`src/rtl/sba_ctrl.sv`:
```
// System-bus access front end: sbcs/sbaddress0/sbdata0 registers driving single APB-style transfers.
// Latency: trigger on cycle T, start_o at T+1, then waits for ready_i; register read mux is combinational.
// Backpressure: the downstream controller stalls via ready_i; DMI accesses while busy set sbbusyerror and are dropped.

package sba_pkg;
    typedef enum logic [2:0] {
        SIZE_B = 3'd0,
        SIZE_H = 3'd1,
        SIZE_W = 3'd2
    } cs_size;
endpackage

module sba_ctrl
    import sba_pkg::*;
#(
    parameter int ADDR_W = 32,
    parameter int DAT_W  = 32
) (
    input  logic              clk,
    input  logic              rst_n,
    input  logic              reg_wr_i,
    input  logic              reg_rd_i,
    input  logic [6:0]        reg_addr_i,
    input  logic [31:0]       reg_wdata_i,
    output logic [31:0]       reg_rdata_o,
    output logic              start_o,
    output logic              dir_o,
    output cs_size            size_o,
    output logic [ADDR_W-1:0] addr_o,
    output logic [DAT_W-1:0]  wdata_o,
    input  logic              ready_i,
    input  logic              valid_i,
    input  logic              err_i,
    input  logic [DAT_W-1:0]  rdata_i
);

    localparam logic [6:0] A_SBCS   = 7'h38;
    localparam logic [6:0] A_SBADDR = 7'h39;
    localparam logic [6:0] A_SBDATA = 7'h3C;

    typedef enum logic [1:0] {
        IDLE,
        ISSUE,
        WAIT
    } state_t;

    state_t state_q, state_d;

    // sbcs fields
    logic        busyerr_q;
    logic        roa_q;
    logic [2:0]  access_q;
    logic        autoinc_q;
    logic        rod_q;
    logic [2:0]  sberror_q;

    // data-path registers
    logic [ADDR_W-1:0] sbaddr_q;
    logic [DAT_W-1:0]  sbdata_q;

    // transfer attributes captured when the request is accepted
    logic              xdir_q;
    cs_size            xsize_q;
    logic [ADDR_W-1:0] xaddr_q;

    logic              busy;
    logic              wr_sbcs, wr_addr, wr_data, rd_data;
    logic              busy_viol;
    logic              trig_req, trig_dir, trig_go;
    logic [ADDR_W-1:0] trig_addr;
    logic              size_bad, misalign;
    logic              done;
    logic [ADDR_W-1:0] incr;
    logic [DAT_W-1:0]  rdata_masked;

    assign busy      = (state_q != IDLE);
    assign wr_sbcs   = reg_wr_i && (reg_addr_i == A_SBCS);
    assign wr_addr   = reg_wr_i && (reg_addr_i == A_SBADDR);
    assign wr_data   = reg_wr_i && (reg_addr_i == A_SBDATA);
    assign rd_data   = reg_rd_i && (reg_addr_i == A_SBDATA);
    assign busy_viol = busy && (wr_addr || wr_data || rd_data);
    assign done      = (state_q == WAIT) && ready_i;

    // Decode a transfer trigger; any sticky error blocks new transfers
    always_comb begin
        trig_req  = 1'b0;
        trig_dir  = 1'b0;
        trig_addr = sbaddr_q;
        if (!busy && (sberror_q == 3'd0) && !busyerr_q) begin
            if (wr_addr && roa_q) begin
                trig_req  = 1'b1;
                trig_addr = reg_wdata_i[ADDR_W-1:0];
            end else if (wr_data) begin
                trig_req = 1'b1;
                trig_dir = 1'b1;
            end else if (rd_data && rod_q) begin
                trig_req = 1'b1;
            end
        end
    end

    // Pre-checks on the requested access size and alignment
    always_comb begin
        size_bad = (access_q > 3'd2);
        misalign = ((access_q == 3'd1) && trig_addr[0]) ||
                   ((access_q == 3'd2) && (trig_addr[1:0] != 2'b00));
        trig_go  = trig_req && !size_bad && !misalign;
    end

    // Next-state logic for the transfer sequencer
    always_comb begin
        state_d = state_q;
        case (state_q)
            IDLE:    if (trig_go) state_d = ISSUE;
            ISSUE:   state_d = WAIT;
            WAIT:    if (ready_i) state_d = IDLE;
            default: state_d = IDLE;
        endcase
    end

    // State register
    always_ff @(posedge clk or negedge rst_n) begin
        if (!rst_n) state_q <= IDLE;
        else        state_q <= state_d;
    end

    // Autoincrement step and read-data lane selection follow the latched size
    always_comb begin
        incr         = ADDR_W'(4);
        rdata_masked = rdata_i;
        case (xsize_q)
            SIZE_B: begin
                incr         = ADDR_W'(1);
                rdata_masked = DAT_W'(rdata_i[7:0]);
            end
            SIZE_H: begin
                incr         = ADDR_W'(2);
                rdata_masked = DAT_W'(rdata_i[15:0]);
            end
            default: begin
                incr         = ADDR_W'(4);
                rdata_masked = rdata_i;
            end
        endcase
    end

    // sbcs fields: config always writable, W1C errors, error capture (bus error wins over W1C)
    always_ff @(posedge clk or negedge rst_n) begin
        if (!rst_n) begin
            busyerr_q <= 1'b0;
            roa_q     <= 1'b0;
            access_q  <= 3'd2;
            autoinc_q <= 1'b0;
            rod_q     <= 1'b0;
            sberror_q <= 3'd0;
        end else begin
            if (wr_sbcs) begin
                roa_q     <= reg_wdata_i[20];
                access_q  <= reg_wdata_i[19:17];
                autoinc_q <= reg_wdata_i[16];
                rod_q     <= reg_wdata_i[15];
                if (reg_wdata_i[22]) busyerr_q <= 1'b0;
                sberror_q <= sberror_q & ~reg_wdata_i[14:12];
            end
            if (busy_viol) busyerr_q <= 1'b1;
            if (trig_req && size_bad)      sberror_q <= 3'd4;
            else if (trig_req && misalign) sberror_q <= 3'd3;
            if (done && err_i) sberror_q <= 3'd7;
        end
    end

    // sbaddress0 / sbdata0: DMI writes when idle, completion updates when a transfer ends cleanly
    always_ff @(posedge clk or negedge rst_n) begin
        if (!rst_n) begin
            sbaddr_q <= '0;
            sbdata_q <= '0;
        end else begin
            if (!busy && wr_addr) sbaddr_q <= reg_wdata_i[ADDR_W-1:0];
            if (!busy && wr_data) sbdata_q <= reg_wdata_i[DAT_W-1:0];
            if (done && !err_i) begin
                if (!xdir_q && valid_i) sbdata_q <= rdata_masked;
                if (autoinc_q)          sbaddr_q <= sbaddr_q + incr;
            end
        end
    end

    // Latch transfer attributes so later sbcs edits cannot disturb an in-flight access
    always_ff @(posedge clk or negedge rst_n) begin
        if (!rst_n) begin
            xdir_q  <= 1'b0;
            xsize_q <= SIZE_W;
            xaddr_q <= '0;
        end else if ((state_q == IDLE) && trig_go) begin
            xdir_q  <= trig_dir;
            xsize_q <= cs_size'(access_q);
            xaddr_q <= trig_addr;
        end
    end

    assign start_o = (state_q == ISSUE);
    assign dir_o   = xdir_q;
    assign size_o  = xsize_q;
    assign addr_o  = xaddr_q;
    assign wdata_o = sbdata_q;

    // DMI read mux; unmapped addresses return zero
    always_comb begin
        reg_rdata_o = '0;
        case (reg_addr_i)
            A_SBCS: reg_rdata_o = {3'd1, 6'd0, busyerr_q, busy, roa_q, access_q,
                                   autoinc_q, rod_q, sberror_q, 7'(ADDR_W), 2'b00, 3'b111};
            A_SBADDR: reg_rdata_o[ADDR_W-1:0] = sbaddr_q;
            A_SBDATA: reg_rdata_o = sbdata_q;
            default:  reg_rdata_o = '0;
        endcase
    end

endmodule
```
`config.mk`:
```
export PLATFORM = sky130hd
export DESIGN_NAME = sba_ctrl
export DESIGN_NICKNAME = d
export VERILOG_FILES = /design/src/rtl/sba_ctrl.sv
export SDC_FILE = /design/constraint.sdc
export NUM_CORES = 1
export LEC_CHECK = 0
export ABC_CLOCK_PERIOD_IN_PS = 7300
export CORE_ASPECT_RATIO = 1.4
export CORE_UTILIZATION = 45
export CTS_CLUSTER_SIZE = 28
export DETAILED_ROUTE_END_ITERATION = 8
export PLACE_DENSITY = 0.75
export SYNTH_ARGS = -nofsm -noshare
export SYNTH_HDL_FRONTEND = slang
export SYNTH_SLANG_ARGS = --single-unit
```
`constraint.sdc`:
```
create_clock -name clk -period 7.3 [get_ports clk]
set_clock_uncertainty 0.15 [all_clocks]
set_input_delay 1.46 -clock clk [delete_from_list [all_inputs] [get_ports clk]]
set_output_delay 1.46 -clock clk [all_outputs]
set_load 0.005 [all_outputs]
```
* Yosys cells after proc, flatten, opt, wreduce, memory -nomap -nowiden
Cells that the tools add are included.
** Operators by class
- Add/sub/neg operators :: 1
- Equal/unequal tests :: 10
- Magnitude comparators :: 1
- Reductions and logical operators :: 41
- Bitwise logic cells :: 2
- Muxes and demuxes :: 28
** Operators by type and width (number)
- 32-bit 2-to-1 mux :: 8
- 32-bit case mux with 3 select lines :: 1
- 32-bit case mux with 2 select lines :: 1
- 32-bit adder :: 1
- 1-bit logical AND :: 22
- 7-bit by 6-bit equality test with 1-bit output, second input constant :: 3
- 3-bit 2-to-1 mux :: 4
- 1-bit 2-to-1 mux :: 10
- 2-bit nonzero test :: 4
- 3-bit by 1-bit equality test with 1-bit output, second input constant :: 2
- 1-bit zero test :: 6
- 3-bit zero test :: 2
- 2-bit case mux with 3 select lines :: 1
- 3-bit case mux with 2 select lines :: 1
- 2-bit 2-to-1 mux :: 2
- 2-bit != test, second input constant :: 2
- 2-bit AND reduction :: 2
- 4-bit nonzero test :: 1
- 3-bit bitwise AND :: 1
- 3-bit by 2-bit equality test with 1-bit output, second input constant :: 1
- 3-bit by 2-bit greater-than comparator with 1-bit output, second input constant :: 1
- 1-bit logical OR :: 3
- 3-bit NOT :: 1
- 2-bit by 1-bit equality test with 1-bit output, second input constant :: 1
- 2 further kinds :: 2
** Word-level totals
- Bits of input ports :: 78
- Flip-flop bits (word level) :: 112
- Output and inout port bits :: 101
- Logic and storage cells :: 95

* Longest topological paths before layout
Gate-level depths: netlist of run 1.
- Word-level depth :: 12
- Depth in mapped cells :: 11
- Gate-level depth less buffers :: 10

* Worst setup path after synthesis of run 1
OpenSTA, ideal clock, no wires.
- Kind :: input to output
- From :: in reg_addr_i[1]
- To :: out reg_rdata_o[24]
- Required time :: 5.690 ns
- Cell stages on the path :: 6
- Buffers on the path :: 2
- Data arrival time :: 2.736 ns
- Slack :: 2.954 ns
- Cells stage by stage :: and3b_1 > nand2_1 > clkbuf_1 > nor2_1 > clkbuf_1 > a22o_1
** On the way
- Longest elaborated chain between the ends :: 2
- Elaborated cells on any way between the ends :: 4
- Classes of those cells :: 3 x eq/ne; 1 x mux
** RTL lines
- start, declared :: RTL line 23 : input logic [6:0] reg_addr_i,
- 7-bit by 6-bit equality test with 1-bit output :: RTL line 209 : case (reg_addr_i)
- 32-bit case mux with 3 select lines (*) :: RTL line 209
- end, declared :: RTL line 25 : output logic [31:0] reg_rdata_o,
Every way passes the cells marked *; elsewhere a longest branch is shown, timed or not.

* Worst setup path after layout of run 1
- From :: in reg_addr_i[2]
- To :: out reg_rdata_o[21]
Same word-level chain as after synthesis.

==> results of run 1 <==
-- logic make-up (layout without fill, tap and decap cells) --
logic type               count (synthesis)  after routing  synth area share [%]
XOR/XNOR                                 2              2                 0.266
AO/OA/AOI/OAI                          159            159                  15.8
multiplexers                           114            114                  20.2
adder cells (fa/ha/maj)                  4              4                 0.873
buffers and inverters                   56            216                  3.97
AND/OR/NAND/NOR                        207            207                  16.3
flip-flops                             112            112                  42.6
-- layout by cell type (no fill, tap or decap), types with 13 or more instances in the layout --
cell type and count:
mux2_4 27, dfrtp_1 110, a21oi_1 40, a22o_1 16, a311oi_1 13, clkdlybuf4s50_1 177, nand2_1 48, nand3_1 21
mux2_2 43, nor2_1 66, mux2i_1 44, o21ai_0 45
-- per-stage QoR --
stage / util, % / setup WS [ns] / hold WS (ns) / total power [mW]
final: 61.0 / 1.39 / 0.361 / 1.47
after global routing: 61.0 / 1.22 / 0.386 / 1.52
after CTS: 61.0 / 1.39 / 0.363 / 1.47
after global placement: 58.9 / 1.47 / 0.340 / 0.975
after floorplan: - / 2.95 / 0.341 / 0.834
after detailed placement: 58.9 / 1.41 / 0.346 / 0.983
-- sequential cells by signal (all words and copies together), names as in the netlist --
name / cells
access_q: 3
addr_o: 32
autoinc_q: 1
busyerr_q: 1
dir_o: 1
roa_q: 1
rod_q: 1
sbaddr_q: 32
sberror_q: 3
size_o: 3
state_q: 2
wdata_o: 32
-- where the power goes --
part | leakage [nW] | switching, mW | internal [mW]
sequential | 1.52 | 0.0659 | 0.668
combinational | 1.93 | 0.100 | 0.138
clock | 0.139 | 0.243 | 0.253
-- path summary, 6_finish.rpt --
| path | startpoint | endpoint | slack (ns) | cells past startpoint |
|---|---|---|---|---|
| max in group asynchronous | rst_n | wdata_o[31]$_DFF_PN0_ | 4.71 | 2 |
| setup / recovery | reg_addr_i[2] | reg_rdata_o[21] | 1.39 | 7 |
| setup reg to reg | size_o[0]$_DFFE_PN0P_ | sbaddr_q[30]$_DFF_PN0_ | 3.75 | 10 |
| min in group asynchronous | rst_n | wdata_o[14]$_DFF_PN0_ | 0.89 | 1 |
| hold reg to reg | addr_o[8]$_DFFE_PN0P_ | addr_o[8]$_DFFE_PN0P_ | 0.36 | 1 |
| hold / removal | addr_o[8]$_DFFE_PN0P_ | addr_o[8]$_DFFE_PN0P_ | 0.36 | 1 |
-- critical path: cells and delay by family --
family                 cells  cell delay (ns)
AOI/OAI and AO/OA          1             0.15
buffers and inverters      3             2.26
muxes                      1             0.30
and+or+nand+nor            2             0.11
-- layout make-up --
cell class | count | share of cell area [%]
multi-input cells | 486 | 40.4
flip-flops and latches | 112 | 32.0
repair buffers | 187 | 21.1
clock buffers | 11 | 2.88
well taps | 189 | 2.70
inverters | 13 | 0.557
clock inverters | 5 | 0.428
-- per-layer routing --
| layer | vias to the layer above | wire [µm] |
|---|---|---|
| li1 | 2719 | - |
| met1 | 2898 | 8580 |
| met2 | 214 | 11100 |
| met3 | 51 | 1030 |
| met4 | 0 | 724 |
| met5 | - | 0 |
==> run metrics, run 1 <==
clock tree from TritonCTS yes; H-tree levels 3; power density over the cells approximately 170 mW/mm²; actual transition at the worst max-transition pin just over 1 ns; Avg Cell Area, Syn ~10 µm²; routed vias/inst between 5 and 6; Port Buffer Count 178; number of antenna-violating nets in the routed design 0; global-route track usage on met2 50.0%; number of standard-cell rows in the floorplan between 50 and 60; peak supply drop between 90 and 100 µV; Final Slew Violations 0; wirelength, routed between 20000 and 25000 µm; leading post-synthesis cells by instance count dfrtp_1, nor2_1, nand2_1; count of flip-flops with a built-in enable after synthesis 0; Arr. time, crit path 4.30 ns; synthesized instance count roughly 650; Die Span Y ~150 µm; Placeable Area ~0.014 mm²; Net count, final 891; Final Setup Violations 0; Setup TNS Final 0 ns; via count of the first global-routing pass slightly above 6000; # IOs roughly 180; P&R area growth vs syn 33.0%; number of different library cells in the post-synthesis netlist 66; total inserted antenna cells 0; clk buf depth 2; result of the run finished clean; area occupied by multi-input gates 0.00354 mm²; unrepaired setup endpoints after global routing false; predominant post-synthesis flop cell dfrtp_1; fraction of final layout cells with drive strength greater than 1 between 10% and 20%; met1 Resource Use GR 35.4%; total overflow reported by the global router 0; Yosys warnings 0; worst min path class reg2reg; die extent in x 104 µm; Maximum Capacitance Violations 0; maximum fanout encountered on the critical timing path 21; buffers inserted during post-CTS setup optimization 0; count of placed standard cells in the final layout, fillers left out about 1000; DRC violation total after the first TritonRoute iteration 365; average wire length per cell after detail routing 21.4 µm; Tot GR Track Use between 20 and 30%; met3 routing resource usage after global routing roughly 3.7%; total via count in the routed design between 5000 and 6000; placed cell area ~0.0085 mm²; most repeated cell in the gate-level netlist after synthesis dfrtp_1; storage element area about 0.0028 mm²; iteration count of the initial detailed-routing pass 5; Max Clock Freq ~0.17 GHz; standard cell with the maximum stage delay on the critical path clkdlybuf4s50_1; count of placed standard cells including taps about 990; data required time of the worst path 5.69 ns; post-cts hold buffer count 0; floorplan die area 0.0151 mm²; number of buffers created by CTS 9; headroom to the max-slew limit 31.2%; area of the mapped netlist 0.00659 mm²; pin count of the biggest net entering global routing between 70 and 80; final hold violations 0; starting density of the core a little under half; FFs w/ async S/R, synth 100%; HPWL after detailed placement about 15000 µm; number of design rule violations left after detail routing 0; type of origin of the critical path input pin; Setup Crit Path Kind in2out; cell leakage power around 3.6 nW; post-synthesis sequential area ratio between 40% and 50%; net count after synthesis 736; crit path capture type output pin; number of fillers in the final layout between 1000 and 1500; final critical-path share of the clock period 81.0%; count of clock tree sinks approximately 110; cell-by-cell trace of the critical path clkdlybuf4s50_1 > clkinv_1 > mux2i_1 > nor2_1 > a21oi_1 > nor2_1 > clkdlybuf4s50_1; fin crit period slightly below 6 ns; cell taking the most area after synthesis dfrtp_1; PostCTS Resize Cnt 0; placer's final routability congestion estimate around 0.88; first-pass GRT wire length 34200 µm; antenna violations before repair 0; highest-utilization routing layer at the global route stage met2; portion of synthesized cell area occupied by the leading cell type a little over two fifths; Clock Root Buffer clkbuf_16; cell types with the largest area share after synthesis dfrtp_1, mux2_2, mux2i_1; CTS clock-pin slew for the worst setup and hold paths roughly 0.080 ns; number of flip-flops and latches in the synthesized netlist 112; clk_lat worst skew 0.36 ns; cell area after layout 0.00877 mm²; delay of the slowest cell on the worst path 1.15 ns
Power figures use the tool's default switching activity.
==> run 2, diff against run 1 <==
ABC_CLOCK_PERIOD_IN_PS = 6000   (was 7300)
clock period = 6 ns   (was 7.3 ns; I/O delays follow)
==> run 2 against run 1 <==
Net effect: sequential power up 22%; first-iteration DRC count is 6.6% lower; register-to-register slack lost 1.3 ns; non-clock buffer count rose by 2; combinational power is 22% higher; total power up 19%; hold slack better by 0.00066 ns; clock power up 15%; global-route usage decreased by 0.83 points; via count grew 2.3%; clock-buffer cell count shrank 1; worst setup slack got worse by 0.34 ns; critical endpoint is now reg_rdata_o[3]; largest power group unchanged; highest routed layer unchanged.
==> run metrics, run 2 (same netlist as run 1, synthesis figures left out) <==
Clock Root Buffer clkbuf_16; peak supply drop just under 200 µV; HPWL after detailed placement ~15000 µm; Maximum Capacitance Violations 0; iteration count of the initial detailed-routing pass 5; Setup Crit Path Kind in2out; total inserted antenna cells 0; routed vias/inst 5.99; Final Setup Violations 0; combinational fraction of design power roughly 17%; cell-by-cell trace of the critical path clkdlybuf4s50_1 > nand2b_1 > nor2_1 > buf_4 > a22o_1 > clkdlybuf4s50_1; number of standard-cell rows in the floorplan 52; delay of the slowest cell on the worst path 0.84 ns; final standard cell utilization of the core 61.1%; final critical-path share of the clock period approximately 80%; Arr. time, crit path roughly 3.6 ns; first-pass GRT wire length between 30000 and 40000 µm; P&R area growth vs syn 33.3%; clock tree from TritonCTS yes; average wire length per cell after detail routing approximately 21 µm; clk_lat worst skew ~0.35 ns; worst min path class reg2reg; Max Clock Freq 0.202 GHz; Die Span Y 145 µm; count of clock tree sinks ~110; result of the run finished clean; via count of the first global-routing pass 6177; fin crit period 4.95 ns; most frequent cell on the critical path clkdlybuf4s50_1; total via count in the routed design around 6000; wirelength, routed about 21000 µm; PostCTS Resize Cnt 0; most common cell after layout, fill and taps aside clkdlybuf4s50_1; actual transition at the worst max-transition pin 1.02 ns; clk buf depth 2; buffers inserted during post-CTS setup optimization 0; Port Buffer Count about 180; number of antenna-violating nets in the routed design 0; power density over the cells ~200 mW/mm²; number of buffers created by CTS 9; total overflow reported by the global router 0; Net Sw Power about 490 µW; Placeable Area 0.0144 mm²; post-cts hold buffer count 0; fraction of final layout cells with drive strength greater than 1 between 10% and 20%; DRC violation total after the first TritonRoute iteration roughly 340; Sw Ratio roughly 28%; data required time of the worst path 4.65 ns; final hold violations 0; type of origin of the critical path input pin; CTS clock-pin slew for the worst setup and hold paths approximately 0.07 ns; pin count of the biggest net entering global routing 80; crit path capture type output pin; unrepaired setup endpoints after global routing false; Tot GR Track Use roughly 28%; number of fillers in the final layout 1211; most frequent cells in the layout clkdlybuf4s50_1, dfrtp_1, nor2_1, nand2_1, o21ai_0; Final Slew Violations 0; proportion of power drawn by the clock network about a third; Net count, final approximately 900; Int Power about 1.3 mW; floorplan die area about 0.015 mm²; placer's final routability congestion estimate 0.969; number of design rule violations left after detail routing 0; maximum fanout encountered on the critical timing path 23; headroom to the max-slew limit ~32%; H-tree levels 3; standard cell with the maximum stage delay on the critical path clkdlybuf4s50_1; antenna violations before repair 0; Setup TNS Final 0 ns; starting density of the core between 40% and 50%; # IOs around 180; power share of the sequential group about half; die extent in x around 100 µm; cell leakage power about 3.6 nW
[run 2: cell type report]
cell class / count / area [µm²] / area share (%)
multi-input combinational: 486 / 3540 / 40.3
sequential: 112 / 2810 / 31.9
timing repair buffer: 189 / 1890 / 21.5
tap: 189 / 236 / 2.69
clock buffer: 10 / 229 / 2.60
inverter: 13 / 48.8 / 0.555
clock inverter: 6 / 45.0 / 0.512
[run 2: power groups by stage]
stage | combinational (mW) | clock (mW) | sequential (mW)
final | 0.291 | 0.571 | 0.893
after detailed placement | 0.289 | 0 | 0.905
after floorplan | 0.139 | 0 | 0.875
after global placement | 0.281 | 0 | 0.903
after global routing | 0.315 | 0.607 | 0.902
after CTS | 0.291 | 0.577 | 0.891
[run 2: final timing paths]
path	endpoint	slack (ns)	start	depth (start not counted)
min in group asynchronous	wdata_o[14]$_DFF_PN0_	0.87	rst_n	1
worst max register to register	sbaddr_q[28]$_DFF_PN0_	2.42	size_o[0]$_DFFE_PN0P_	10
worst min-delay path	addr_o[16]$_DFFE_PN0P_	0.36	addr_o[16]$_DFFE_PN0P_	1
worst min register to register	addr_o[16]$_DFFE_PN0P_	0.36	addr_o[16]$_DFFE_PN0P_	1
worst max-delay path	reg_rdata_o[3]	1.05	reg_addr_i[0]	6
max in group asynchronous	access_q[1]$_DFFE_PN1P_	3.73	rst_n	2
[run 2: through the flow]
stage          cells  hold slack (ns)  total power, mW  worst slack, ns  area, µm²
2_1_floorplan    654            0.341             1.01             2.17       6590
3_3_place_gp     989            0.341             1.18             1.24       8520
3_5_place_dp     989            0.344             1.19             1.16       8520
4_1_cts         1005            0.366             1.76             1.13       8790
5_1_grt         1005            0.380             1.82            0.914       8790
6_report        1005            0.362             1.75             1.05       8790
[run 2: worst max-delay path: cells and delay by family]
| family | cells | cell delay, ns |
|---|---|---|
| buf+inv | 3 | 1.62 |
| simple gates | 2 | 0.55 |
| compound gates | 1 | 0.21 |
[run 2: per-layer routing]
layer / track usage, % / vias up / wire (µm)
met5: 0 / - / 0
li1: - / 2727 / -
met1: 33.9 / 2992 / 8330
met2: 48.3 / 246 / 10600
met3: 4.18 / 54 / 1160
met4: 12.6 / 0 / 818
